$ cat src/rtl/evbox_pkg.sv
// evbox_in shared types: event record and default widths.
// Optional timestamp build: EVBOX_IN_TIMESTAMP_EN.
package evbox_pkg;

  localparam int EVBOX_N   = 4;
  localparam int EVBOX_TSW = 32;

  typedef struct packed {
    logic [EVBOX_N-1:0]   data;
    logic [EVBOX_N-1:0]   mask;
    logic [EVBOX_TSW-1:0] tstamp;
  } evbox_event_t;

endpackage

$ cat src/rtl/evbox_in_fifo.sv
// Event record FIFO; push into a full FIFO is taken when
// a pop happens on the same cycle.
module evbox_in_fifo
  import evbox_pkg::*;
#(
  parameter int DEPTH = 8
) (
  input  logic         clk,
  input  logic         reset,
  input  logic         i_push,
  input  evbox_event_t i_din,
  input  logic         i_pop,
  output evbox_event_t o_dout,
  output logic         o_full,
  output logic         o_empty
);

  localparam int AW = $clog2(DEPTH);

  logic [AW:0]  r_wp;
  logic [AW:0]  r_rp;
  evbox_event_t r_mem [DEPTH];
  logic         w_push;
  logic         w_pop;

  assign o_empty = (r_wp == r_rp);
  assign o_full  = (r_wp[AW] != r_rp[AW]) &&
                   (r_wp[AW-1:0] == r_rp[AW-1:0]);
  assign w_pop   = i_pop & ~o_empty;
  assign w_push  = i_push & (~o_full | w_pop);
  assign o_dout  = r_mem[r_rp[AW-1:0]];

  always_ff @(posedge clk) begin
    if (reset) begin
      r_wp <= '0;
      r_rp <= '0;
    end else begin
      if (w_push) r_wp <= r_wp + 1'b1;
      if (w_pop)  r_rp <= r_rp + 1'b1;
    end
  end

  always_ff @(posedge clk) begin
    if (w_push) r_mem[r_wp[AW-1:0]] <= i_din;
  end

endmodule

$ cat src/rtl/evbox_in.sv
// Event input box: sync, debounce, edge detect, timestamped FIFO.
// Timestamp counter present only with EVBOX_IN_TIMESTAMP_EN.
module evbox_in
  import evbox_pkg::*;
#(
  parameter int N        = EVBOX_N,
  parameter int DEBOUNCE = 16,
  parameter int DEPTH    = 8,
  parameter int TSW      = EVBOX_TSW
) (
  input  logic           clk,
  input  logic           reset,
  input  logic [N-1:0]   io_port,
  input  logic [N-1:0]   rise_en,
  input  logic [N-1:0]   fall_en,
  input  logic           clear_overflow,
  output logic           ev_valid,
  input  logic           ev_ready,
  output logic [N-1:0]   ev_data,
  output logic [N-1:0]   ev_mask,
  output logic [TSW-1:0] ev_time,
  output logic           overflow,
  output logic [N-1:0]   data_in
);

  localparam int CW = $clog2(DEBOUNCE + 1);

  logic [N-1:0]   r_s1;
  logic [N-1:0]   r_s2;
  logic [N-1:0]   r_stb;
  logic [CW-1:0]  r_cnt [N];
  logic [N-1:0]   w_upd;
  logic [N-1:0]   w_stb_nxt;
  logic [N-1:0]   w_qual;
  logic [TSW-1:0] w_ts;

  evbox_event_t r_rec;
  logic         r_rec_v;
  logic         r_ovf;
  evbox_event_t w_dout;
  logic         w_full;
  logic         w_empty;
  logic         w_pop;
  logic         w_drop;

  always_comb begin
    w_upd = '0;
    for (int i = 0; i < N; i++) begin
      w_upd[i] = (r_s2[i] != r_stb[i]) &&
                 (r_cnt[i] == CW'(DEBOUNCE));
    end
  end

  assign w_stb_nxt = r_stb ^ w_upd;
  assign w_qual = (w_upd & w_stb_nxt & rise_en) |
                  (w_upd & ~w_stb_nxt & fall_en);

  always_ff @(posedge clk) begin
    if (reset) begin
      r_s1  <= '0;
      r_s2  <= '0;
      r_stb <= '0;
    end else begin
      r_s1  <= io_port;
      r_s2  <= r_s1;
      r_stb <= w_stb_nxt;
    end
  end

  // Counter runs only while synced value disagrees with stable level
  always_ff @(posedge clk) begin
    for (int i = 0; i < N; i++) begin
      if (reset || (r_s2[i] == r_stb[i]) || w_upd[i])
        r_cnt[i] <= '0;
      else
        r_cnt[i] <= r_cnt[i] + CW'(1);
    end
  end

`ifdef EVBOX_IN_TIMESTAMP_EN
  logic [TSW-1:0] r_ts;

  always_ff @(posedge clk) begin
    if (reset) r_ts <= '0;
    else       r_ts <= r_ts + 1'b1;
  end

  assign w_ts = r_ts;
`else
  assign w_ts = '0;
`endif

  always_ff @(posedge clk) begin
    if (reset) begin
      r_rec_v <= 1'b0;
      r_rec   <= '0;
    end else begin
      r_rec_v <= |w_qual;
      r_rec   <= '{data: w_stb_nxt, mask: w_qual, tstamp: w_ts};
    end
  end

  assign w_pop  = ~w_empty & ev_ready;
  assign w_drop = r_rec_v & w_full & ~w_pop;

  evbox_in_fifo #(.DEPTH(DEPTH)) u_fifo (
    .clk     (clk),
    .reset   (reset),
    .i_push  (r_rec_v),
    .i_din   (r_rec),
    .i_pop   (w_pop),
    .o_dout  (w_dout),
    .o_full  (w_full),
    .o_empty (w_empty)
  );

  always_ff @(posedge clk) begin
    if (reset)               r_ovf <= 1'b0;
    else if (w_drop)         r_ovf <= 1'b1;
    else if (clear_overflow) r_ovf <= 1'b0;
  end

  assign ev_valid = ~w_empty;
  assign ev_data  = w_empty ? '0 : w_dout.data;
  assign ev_mask  = w_empty ? '0 : w_dout.mask;
  assign ev_time  = w_empty ? '0 : w_dout.tstamp;
  assign overflow = r_ovf;
  assign data_in  = r_stb;

endmodule

$ cat config.mk
export PLATFORM = sky130hd
export DESIGN_NAME = evbox_in
export DESIGN_NICKNAME = d
export VERILOG_FILES = /design/src/rtl/evbox_pkg.sv /design/src/rtl/evbox_in_fifo.sv /design/src/rtl/evbox_in.sv
export SDC_FILE = /design/constraint.sdc
export NUM_CORES = 1
export LEC_CHECK = 0
export ABC_AREA = 1
export BUFFER_PORTS_ARGS = -buffer_cell sky130_fd_sc_hd__buf_2
export CORE_UTILIZATION = 40
export DETAILED_ROUTE_END_ITERATION = 10
export GPL_TIMING_DRIVEN = 1
export SLEW_MARGIN = 20
export SYNTH_ARGS = -nofsm -noshare
export SYNTH_HDL_FRONTEND = slang
export SYNTH_SLANG_ARGS = --single-unit
$ cat constraint.sdc
create_clock -name clk -period 5.2 [get_ports clk]
set_clock_uncertainty 0.1 [all_clocks]
set_input_delay 1.04 -clock clk [delete_from_list [all_inputs] [get_ports clk]]
set_output_delay 1.04 -clock clk [all_outputs]
set_load 0.1 [all_outputs]
# Yosys cells after proc, flatten, opt, wreduce, memory -nomap -nowiden
# Memories as Yosys holds them, arrays and structs flattened. A register that Yosys moved wholly into a read port is not among the register bits.
# Cells that the tools add are included.
# classes
mul,0
eq_ne,15
add_sub_neg,6
n_shift,0
n_lt_le_gt_ge,0
n_mux,25
n_bitwise,20
n_reduce_logical,15
n_div,0
# op_table
cell,count
32-bit two-way mux,1
"5-bit by 1-bit adder with 5-bit output, second input constant",4
"5-bit equality test, second input constant",4
5-bit two-way mux,4
4-bit bitwise AND,4
1-bit two-way mux,16
"4-bit by 1-bit adder with 4-bit output, second input constant",2
1-bit logical OR,8
4-bit two-way mux,2
3-bit two-way mux,2
1-bit bitwise AND,5
1-bit logical AND,5
1-bit != test,5
1-bit OR,5
1-bit equality test,4
4-bit equality test,1
4-bit NOT,1
4-bit OR,1
4-bit OR reduction,1
4-bit XOR,1
3-bit equality test,1
1-bit NOT,3
2-bit nonzero test,1
# totals
n_memories,2
word_cells,92
out_inout_bits,46
inputBits,16
regBits,58
romBits,0
latchBits,0
ram_bits,340
# mem_list
name,depth,word_bits,read_ports,rd_ports_with_merged_regs,write_ports,line,source
u_fifo.r_mem,8,40,1,1,1,evbox_in_fifo.sv:22,evbox_event_t r_mem [DEPTH];
r_cnt,4,5,4,0,4,evbox_in.sv:31,logic [CW-1:0] r_cnt [N];

# Longest topological paths before layout
# Gate-level depths: netlist (run 1).
# An unclocked memory read counts as a cell.
# logic_depth
ltp_word,9
mapped_depth,9
ltp_nobuf,8

# By module
# From an unflattened synthesis (run 1), not the netlist that was laid out.
# unflattened
hier_cells,1284
area_unflattened_um2,14960.6
# modules_own_cells
module,cells_each,seq_area_each_um2,instances,area_per_inst_um2
evbox_in_fifo,991,9829.4,1,12956.2
evbox_in,293,760.7,1,2004.4

# Least setup slack after synthesis (run 1)
# Ideal clock, no wire load.
# synth_timing
path_kind,reg2out
start,reg u_fifo.r_wp[0]
end,out ev_data[0]
path_slack_ps,1727
required_time_ps,4060
path_stages_with_launch,10
n_path_buf,2
arrival_time_ps,2333
path_cell_list,dfxtp_1 buf_6 inv_2 nand2_2 nand2_4 nor2_8 nand3_4 buf_6 nand2_1 nor2_1
# synth_between
elab_chain_cells,2
# synth_rtl
item,line,source
from (decl),evbox_in_fifo.sv:20,logic [AW:0] r_wp;
from (signal assigned),evbox_in_fifo.sv:38,if (w_push) r_wp <= r_wp + 1'b1;
4-bit equality test,evbox_in_fifo.sv:26,assign o_empty = (r_wp == r_rp);
4-bit two-way mux,evbox_in.sv:124,assign ev_data = w_empty ? '0 : w_dout.data;
to (decl),evbox_in.sv:19,"output logic [N-1:0] ev_data,"
# No other way between the ends.

==> flow_summary_export.csv, run 1 <==
group,metric,value,unit
flow_run,max_cap_viol_count,0,
pwr,static-leakage-power,0.00233,µW
pwr,power.net_switching,530,µW
final_layout,fin_cells,678,
final_layout,finalInstanceArea,5650,µm²
final_layout,layout_common_cells,"101 x sky130_fd_sc_hd__nor2_1, 64 x sky130_fd_sc_hd__edfxtp_1, 49 x sky130_fd_sc_hd__dfxtp_1",
grt,grt_pass1_vias,3079,
timing,rsz0062_at_grt,"no",
timing,timing_max_transition_violations_final,0,
drt,met1Wirelength,4190,µm
drt,detail_route.drc_violations,0,
floorplanning,die_y,113,µm
logic_synthesis,synth_warn,0,
grt,global_route.overflow_total,0,
pwr,power.density_cell_area,396,nW/µm²
clock_network,clkTransAtPathRegs,50,ps
timing,max_slew.worst_pin.slew,959,ps
critical_path,worst_ep_required_time,4060,ps
logic_synthesis,synthDominantAreaCellType,"sky130_fd_sc_hd__edfxtp_1",
final_layout,finalNetCount,544,
critical_path,timing.critical_path.slowest_cell_delay,690,ps
floorplanning,placement_rows,40,
timing,timing.final.crit_share,72.7,%
critical_path,startpoint_type,"flop",
clock_network,cts-root-to-sink-buffers,2,
drt,drt_iter0_markers,166,
drt,route.detailed.vias_per_inst,4.70,
grt,grt_pass1_wl,15000,µm
clock_network,post_cts.repair.setup_buffers,0,
final_layout,layout_commonest_cell,"sky130_fd_sc_hd__nor2_1",
timing,min_period,3780,ps
critical_path,setup.worst_path.class,"flop to output pin",
pwr,power_share_of_the_clock_group,52.5,%
drt,vias,3188,
logic_synthesis,synthDominantCellAreaShare,39.0,%
grt,grtUsageTotal,15.3,%
timing,setup_tns_final,0,ps
logic_synthesis,synth_cell_types,32,
placement,place.gp.congestion,0.744,
grt,antenna_found_initial,0,
logic_synthesis,yosys-top-cells-area,"sky130_fd_sc_hd__edfxtp_1 39%, sky130_fd_sc_hd__dfxtp_1 20%, sky130_fd_sc_hd__nor2_1 7.7%",
timing,report.final.hold_viol_count,0,
min_path,holdCritPathClass,"flop to flop",
outcome,result_of_the_run,"complete, no violations",
logic_synthesis,yosysSeqAreaShare,59.0,%
floorplanning,design.core.area,12000,µm²
drt,detailedRoute.firstPassIterationCount,4,
critical_path,critical_path.endpoint_type,"output pin",
clock_network,cts_hold_buffers,0,
clock_network,tritoncts,"yes",
pwr,sw_frac_of_total,23.7,%
timing,fmaxAchievable,0.264,GHz
timing,final-setup-viol-count,0,
clock_network,ctsResizeCount,0,
clock_network,ctsRootBufferMaster,"sky130_fd_sc_hd__clkbuf_16",
logic_synthesis,synth.cell_area,4920,µm²
logic_synthesis,synth_area_per_cell,10.1,µm²
drt,maxUsedRoutingLayer,"met4",
timing,worst_slew_margin_rel,35.8,%
logic_synthesis,post_synth_inst_count,489,
final_layout,utilization,47.0,%
grt,grt_start_max_net_pins,34,
clock_network,worst_skew_pair.late_latency,400,ps
placement,hpwlAfterDp,5890,µm
critical_path,cpMostUsedCell,"sky130_fd_sc_hd__nor2_1",
placement,port_buffers,29,
drt,final_wirelength,9010,µm
floorplanning,die_width,113,µm
clock_network,htree_levels,4,
pwr,pwr-share-seq,42.1,%
pwr,power_report.internal_total,1710,µW
final_layout,antenna-diode-count,0,
logic_synthesis,yosys_register_bits,113,
critical_path,cp_cell_sequence,"buf_4 -> inv_1 -> o21ai_0 -> o22ai_1 -> nor2_1 -> nor2_1 -> buf_2",
pwr,design_power_total,2240,µW
critical_path,timing.reg2reg.worst_path_depth,6,
pwr,share_of_total_power_in_combinational_logic,5.4,%
floorplanning,design.portCount,62,
clock_network,tritoncts.num_buffers,17,
drt,met2_wirelength,4200,µm
drt,antenna_violating_nets_post_route,0,
floorplanning,start_util,41.0,%
floorplanning,dieArea,12800,µm²
critical_path,crit_fanout,33,
placement,dpl_cell_area,5040,µm²
clock_network,cts.sinks,113,
placement,placed_cells_incl_taps,646,
final_layout,synthToLayoutAreaGrowth,14.7,%
drt,wire_per_inst,13.3,µm
critical_path,cp_slowest_cell,"sky130_fd_sc_hd__inv_1",
final_layout,drive_above_1_share,15.8,%
drt,dr_wl_met3,516,µm
pwr,ir_drop,0.247,mV
min_path,hold_path_depth,2,
critical_path,crit_arrival,2640,ps
==> power groups by stage <==
stage | logic, µW | clock network [µW] | registers, µW
after floorplan | 130 | 0 | 959
after global placement | 119 | 0 | 959
after detailed placement | 120 | 0 | 959
after CTS | 120 | 1190 | 941
after global routing | 125 | 1240 | 941
final | 120 | 1170 | 941
==> layer usage <==
metal  vias to the layer above  GRT usage (%)
met1                      1481           19.8
met3                        11           3.96
met2                        79           24.7
li1                       1617              -
met5                         -              0
met4                         0           5.96
==> cell type report <==
class                   instances  area [µm²]
clock buffers                  18         429
clock inverters                14         180
fillers                      1093        6360
inverters                      41         154
multi-input cells             314        1640
flip-flops and latches        113        2900
well taps                     147         184
repair buffers                 31         160
==> state kept, by name, summed over array words and instances, names as in the netlist, named ones only <==
| register | flops |
|---|---|
| u_fifo.r_wp | 4 |
| r_rec_v | 1 |
| overflow | 1 |
| u_fifo.r_rp | 4 |
| r_rec | 4 |
| r_s2 | 4 |
| r_cnt | 20 |
| r_s1 | 4 |
| u_fifo.r_mem | 64 |
==> path summary, 6_finish.rpt <==
kind | start | to | slack [ps]
worst max-delay path | flop | ev_data[1] | 1420
worst max register to register | u_fifo.r_wp[0] | u_fifo.r_mem[6][2] | 2940
worst min register to register | r_s1[2] | r_s2[2] | 310
worst min-delay path | r_s1[2] | r_s2[2] | 310
==> critical path: cells and delay by family, from the launching register on <==
kind / cells / cell delay (ps)
flip-flops: 1 / 290
buffers and inverters: 3 / 1370
AND/OR/NAND/NOR: 2 / 240
AO/OA/AOI/OAI: 2 / 320
==> per-stage QoR <==
step	hold slack [ps]	setup slack, ps
detailed placement	303	1840
CTS	312	1420
global route	326	1170
finish	310	1420
floorplan	288	1730
global placement	296	1910
==> logic make-up (layout without fill, tap and decap cells) <==
group,count (synthesis),after routing,synth area share [%]
AND/OR/NAND/NOR,185,185,16.8
other,1,32,0.0762
adder cells (fa/ha/maj),10,10,2.54
buffers and inverters,93,104,10.3
AO/OA/AOI/OAI,69,69,7.93
flip-flops,113,113,59.0
XOR/XNOR,18,18,3.35
==> synthesized netlist by cell type <==
library cell / count
sky130_fd_sc_hd__a21oi_1: 10
sky130_fd_sc_hd__a21oi_2: 4
sky130_fd_sc_hd__and2_1: 1
sky130_fd_sc_hd__buf_1: 1
sky130_fd_sc_hd__buf_2: 2
sky130_fd_sc_hd__buf_4: 36
sky130_fd_sc_hd__buf_6: 3
sky130_fd_sc_hd__clkbuf_1: 10
sky130_fd_sc_hd__conb_1: 1
sky130_fd_sc_hd__dfxtp_1: 49
sky130_fd_sc_hd__edfxtp_1: 64
sky130_fd_sc_hd__ha_1: 10
sky130_fd_sc_hd__inv_1: 39
sky130_fd_sc_hd__inv_2: 2
sky130_fd_sc_hd__nand2_1: 39
sky130_fd_sc_hd__nand2_2: 5
sky130_fd_sc_hd__nand2_4: 2
sky130_fd_sc_hd__nand3_1: 19
sky130_fd_sc_hd__nand3_2: 2
sky130_fd_sc_hd__nand3_4: 2
sky130_fd_sc_hd__nand3b_1: 1
sky130_fd_sc_hd__nand4_1: 2
sky130_fd_sc_hd__nor2_1: 101
sky130_fd_sc_hd__nor2_2: 1
sky130_fd_sc_hd__nor2_8: 1
sky130_fd_sc_hd__nor3_1: 9
sky130_fd_sc_hd__o211ai_1: 8
sky130_fd_sc_hd__o21ai_0: 39
sky130_fd_sc_hd__o22ai_1: 8
sky130_fd_sc_hd__xnor2_1: 1
sky130_fd_sc_hd__xnor2_2: 1
sky130_fd_sc_hd__xor2_1: 16
Power figures use the tool's default switching activity.
==> inputs of run 2 (changes only) <==
Clock period 5.2 ns to 3.87 ns, I/O delays scaled along.
==> flow_summary_export.csv, run 2 (same netlist as run 1, synthesis figures left out) <==
group,metric,value,unit
grt,antenna_found_initial,0,
placement,hpwlAfterDp,6030,µm
critical_path,crit_fanout,25,
drt,drt_iter0_markers,226,
pwr,power.density_cell_area,520,nW/µm²
drt,detailedRoute.firstPassIterationCount,4,
final_layout,layout_commonest_cell,"sky130_fd_sc_hd__nor2_1",
timing,final-setup-viol-count,0,
final_layout,regArea,2900,µm²
grt,grtUsageTotal,15.4,%
clock_network,cts.sinks,113,
timing,timing_max_transition_violations_final,0,
clock_network,post_cts.repair.setup_buffers,0,
floorplanning,design.portCount,62,
final_layout,multi_input_logic_area,1640,µm²
final_layout,finalNetCount,545,
clock_network,worst_skew_pair.late_latency,400,ps
pwr,ir_drop,0.270,mV
timing,hold-worst-slack,302,ps
final_layout,layout_common_cells,"101 x sky130_fd_sc_hd__nor2_1, 64 x sky130_fd_sc_hd__edfxtp_1, 49 x sky130_fd_sc_hd__dfxtp_1",
timing,setup_tns_final,0,ps
timing,fmaxAchievable,0.305,GHz
critical_path,crit_arrival,2400,ps
clock_network,tritoncts.num_buffers,17,
final_layout,antenna-diode-count,0,
drt,antenna_violating_nets_post_route,0,
pwr,static-leakage-power,0.00236,µW
timing,report.final.hold_viol_count,0,
placement,port_buffers,29,
clock_network,tritoncts,"yes",
clock_network,cts-root-to-sink-buffers,2,
timing,min_period,3280,ps
critical_path,startpoint_type,"flop",
placement,place.gp.congestion,0.746,
final_layout,drive_above_1_share,16.0,%
final_layout,synthToLayoutAreaGrowth,14.7,%
final_layout,largest_register_ff_count,64,
drt,detail_route.drc_violations,0,
timing,max_slew.worst_pin.slew,991,ps
final_layout,utilization,47.0,%
clock_network,ctsRootBufferMaster,"sky130_fd_sc_hd__clkbuf_16",
floorplanning,placement_rows,40,
grt,grt_start_max_net_pins,33,
critical_path,setup.worst_path.class,"flop to output pin",
timing,timing.final.crit_share,84.6,%
critical_path,critical_path.endpoint_type,"output pin",
floorplanning,die_width,113,µm
flow_run,max_cap_viol_count,0,
drt,route.detailed.vias_per_inst,4.72,
grt,grt_pass1_wl,14800,µm
timing,rsz0062_at_grt,"no",
timing,worst_slew_margin_rel,33.7,%
floorplanning,start_util,41.0,%
critical_path,worst_ep_required_time,3000,ps
outcome,result_of_the_run,"complete, no violations",
floorplanning,dieArea,12800,µm²
drt,final_wirelength,9290,µm
grt,grt_pass1_vias,3017,
clock_network,clkTransAtPathRegs,50,ps
drt,vias,3208,
grt,global_route.overflow_total,0,
floorplanning,die_y,113,µm
clock_network,cts_hold_buffers,0,
floorplanning,design.core.area,12000,µm²
drt,wire_per_inst,13.7,µm
min_path,holdCritPathClass,"flop to flop",
clock_network,ctsResizeCount,0,
clock_network,htree_levels,4,
final_layout,n_fill_cell,1113,
==> run 2: changes by cell type in the layout (fill, tap and decap cells not counted) <==
cell / previous run / this run
sky130_fd_sc_hd__buf_4: 2 / 3
sky130_fd_sc_hd__clkinv_4: 3 / 1
sky130_fd_sc_hd__bufinv_16: 3 / 0
sky130_fd_sc_hd__clkbuf_8: 0 / 2
sky130_fd_sc_hd__clkinv_2: 0 / 7
sky130_fd_sc_hd__clkinvlp_4: 5 / 0
sky130_fd_sc_hd__clkbuf_16: 17 / 21
sky130_fd_sc_hd__inv_6: 3 / 0
==> run 2: layout make-up <==
class / instances / share of cell area (%)
Clock buffer: 24 / 9.86
Clock inverter: 8 / 0.776
Inverter: 41 / 2.73
Multi-Input combinational cell: 314 / 29.0
Sequential cell: 113 / 51.4
Tap cell: 147 / 3.26
Timing Repair Buffer: 32 / 2.97
==> run 2: metal layers <==
metal  wire, µm  vias up  global-route usage [%]
li1           -     1615                       -
met1       4300     1505                    19.3
met2       4530       77                    24.9
met3        313       11                    4.50
met4        144        0                    6.84
met5          0        -                       0
==> run 2: worst paths after layout <==
kind / start / end / slack [ps] / cells past startpoint
worst min register to register: r_s1[2] / r_s2[2] / 300 / 2
worst max-delay path: flop / ev_mask[2] / 590 / 5
worst max register to register: u_fifo.r_wp[0] / u_fifo.r_mem[7][2] / 1560 / 6
worst min-delay path: r_s1[2] / r_s2[2] / 300 / 2
==> run 2: critical path: stages (launching register included) <==
cell and delay (ps):
sky130_fd_sc_hd__dfxtp_1 850, sky130_fd_sc_hd__o21ai_0 200, sky130_fd_sc_hd__o211ai_1 220, sky130_fd_sc_hd__nand2_1 80, sky130_fd_sc_hd__nor2_1 180, sky130_fd_sc_hd__buf_2 460
==> run 2: metrics by stage <==
step / area, µm² / power [µW] / setup slack, ps / instances
after global routing: 5650 / 3030 / 394 / 679
after global placement: 5050 / 1450 / 1110 / 647
final: 5650 / 2940 / 594 / 679
after CTS: 5650 / 2960 / 610 / 679
after detailed placement: 5050 / 1450 / 1050 / 647
after floorplan: 5040 / 1460 / 663 / 520
==> run 2: power by group <==
group | total [µW] | switching (µW) | leakage (µW) | internal, µW
logic | 161 | 151 | 0.000912 | 10.7
clock network | 1510 | 515 | 0.000306 | 998
registers | 1260 | 2.83 | 0.00114 | 1260
==> inputs of run 3 (changes only) <==
Clock period 3.87 ns to 2.79 ns, I/O delays scaled along.
==> flow_summary_export.csv, run 3 (same netlist as run 1, synthesis figures left out) <==
group,metric,value,unit
pwr,sw_frac_of_total,22.2,%
placement,port_buffers,29,
grt,grtUsageTotal,16.2,%
clock_network,clkTransAtPathRegs,50,ps
outcome,result_of_the_run,"complete, no violations",
critical_path,worstPathBufferInverterCount,2,
floorplanning,die_width,113,µm
final_layout,finalInstanceArea,5810,µm²
clock_network,tritoncts,"yes",
clock_network,htree_levels,4,
critical_path,worst_ep_required_time,2130,ps
timing,report.final.hold_viol_count,0,
clock_network,ctsRootBufferMaster,"sky130_fd_sc_hd__clkbuf_16",
clock_network,post_cts.repair.setup_buffers,0,
drt,antenna_violating_nets_post_route,0,
placement,dpl_cell_area,5150,µm²
pwr,power_share_of_the_clock_group,54.3,%
grt,global_route.overflow_total,0,
timing,timing_max_transition_violations_final,0,
pwr,power_report.internal_total,3370,µW
clock_network,cts.sinks,113,
pwr,pwr-share-seq,40.5,%
min_path,holdCritPathClass,"input port to flop",
pwr,static-leakage-power,0.00242,µW
drt,detailedRoute.firstPassIterationCount,4,
critical_path,crit_arrival,1990,ps
critical_path,timing.critical_path.slowest_cell_delay,530,ps
timing,final-setup-viol-count,0,
final_layout,drive_above_1_share,19.0,%
final_layout,largest_register_ff_count,64,
floorplanning,placement_rows,40,
floorplanning,die_y,113,µm
drt,final_wirelength,9430,µm
timing,fmaxAchievable,0.378,GHz
pwr,share_of_total_power_in_combinational_logic,5.2,%
timing,worst_slew_margin_rel,65.8,%
timing,timing.final.crit_share,94.8,%
placement,place.gp.congestion,0.761,
critical_path,top_family_by_delay_on_critical_path,"simple AND/OR/NAND/NOR gates",
timing,setup_tns_final,0,ps
floorplanning,dieArea,12800,µm²
final_layout,layout_common_cells,"93 x sky130_fd_sc_hd__nor2_1, 64 x sky130_fd_sc_hd__edfxtp_1, 49 x sky130_fd_sc_hd__dfxtp_1",
placement,placed_cells_incl_taps,658,
flow_run,max_cap_viol_count,0,
critical_path,cp_cell_sequence,"inv_2 -> nand2_2 -> nand2_4 -> nor2_8 -> nand3_4 -> nand2_1 -> nor2_2 -> buf_2",
drt,vias,3226,
floorplanning,start_util,41.0,%
critical_path,startpoint_type,"flop",
final_layout,synthToLayoutAreaGrowth,18.0,%
pwr,power.density_cell_area,746,nW/µm²
floorplanning,design.portCount,62,
final_layout,fin_cells,690,
critical_path,crit_fanout,14,
grt,grt_start_max_net_pins,33,
drt,detail_route.drc_violations,0,
pwr,ir_drop,0.400,mV
grt,antenna_found_initial,0,
drt,wire_per_inst,13.7,µm
final_layout,layout_commonest_cell,"sky130_fd_sc_hd__nor2_1",
critical_path,setup.worst_path.class,"flop to output pin",
timing,max_slew.worst_pin.slew,512,ps
clock_network,cts_hold_buffers,0,
final_layout,finalNetCount,556,
placement,hpwlAfterDp,6090,µm
pwr,power.net_switching,962,µW
critical_path,cp_slowest_cell,"sky130_fd_sc_hd__dfxtp_1",
grt,grt_pass1_vias,3071,
timing,min_period,2640,ps
clock_network,tritoncts.num_buffers,17,
floorplanning,design.core.area,12000,µm²
critical_path,critical_path.endpoint_type,"output pin",
drt,route.detailed.vias_per_inst,4.68,
final_layout,n_fill_cell,1107,
clock_network,ctsResizeCount,0,
grt,grt_pass1_wl,15500,µm
drt,drt_iter0_markers,189,
clock_network,worst_skew_pair.late_latency,400,ps
final_layout,antenna-diode-count,0,
clock_network,cts-root-to-sink-buffers,2,
timing,rsz0062_at_grt,"no",
## run 3: layout make-up
type / count / area (µm²) / share of cell area [%]
clock inverters: 14 / 211 / 3.64
well taps: 147 / 184 / 3.17
multi-input cells: 314 / 1650 / 28.4
clock buffers: 18 / 439 / 7.56
flip-flops and latches: 113 / 2900 / 50.0
inverters: 41 / 154 / 2.65
repair buffers: 43 / 270 / 4.65
## run 3: layer usage
| layer | share of wire, % | track usage [%] | wire [µm] | up-vias |
|---|---|---|---|---|
| met5 | 0 | 0 | 0 | - |
| met4 | 0.37 | 6.05 | 35 | 0 |
| met3 | 3.9 | 4.50 | 372 | 2 |
| met2 | 49 | 27.1 | 4620 | 76 |
| met1 | 47 | 20.0 | 4400 | 1511 |
| li1 | - | - | - | 1637 |
## run 3: path summary, 6_finish.rpt
| check | startpoint | endpoint | slack (ps) | cells past startpoint |
|---|---|---|---|---|
| hold reg to reg | r_s1[2] | r_s2[2] | 300 | 2 |
| setup reg to reg | u_fifo.r_wp[0] | u_fifo.r_mem[0][2] | 970 | 7 |
| setup / recovery | u_fifo.r_wp[0] | ev_mask[3] | 150 | 8 |
| hold / removal | io_port[1] | r_s1[1] | 260 | 3 |
## run 3: power by group through the flow
| stage | sequential [µW] | clock, µW | combinational (µW) |
|---|---|---|---|
| final | 1750 | 2350 | 225 |
| after global routing | 1750 | 2470 | 234 |
| after CTS | 1750 | 2400 | 225 |
| after detailed placement | 1790 | 0 | 225 |
| after global placement | 1790 | 0 | 224 |
| after floorplan | 1790 | 0 | 243 |
## run 3: worst register-to-register path: cells and delay by family, from the launching register on
family                 cells  cell delay, ps
DFF                        1             530
and+or+nand+nor            6             630
buffers and inverters      1             250
## run 3: metrics by stage
stage	utilization (%)	power, µW	hold WS, ps	setup slack [ps]
final	48.4	4330	257	145
after floorplan	-	2030	288	248
after global placement	42.9	2010	290	555
after detailed placement	42.9	2010	293	541
after global routing	48.4	4450	254	2.71
after CTS	48.3	4370	243	101
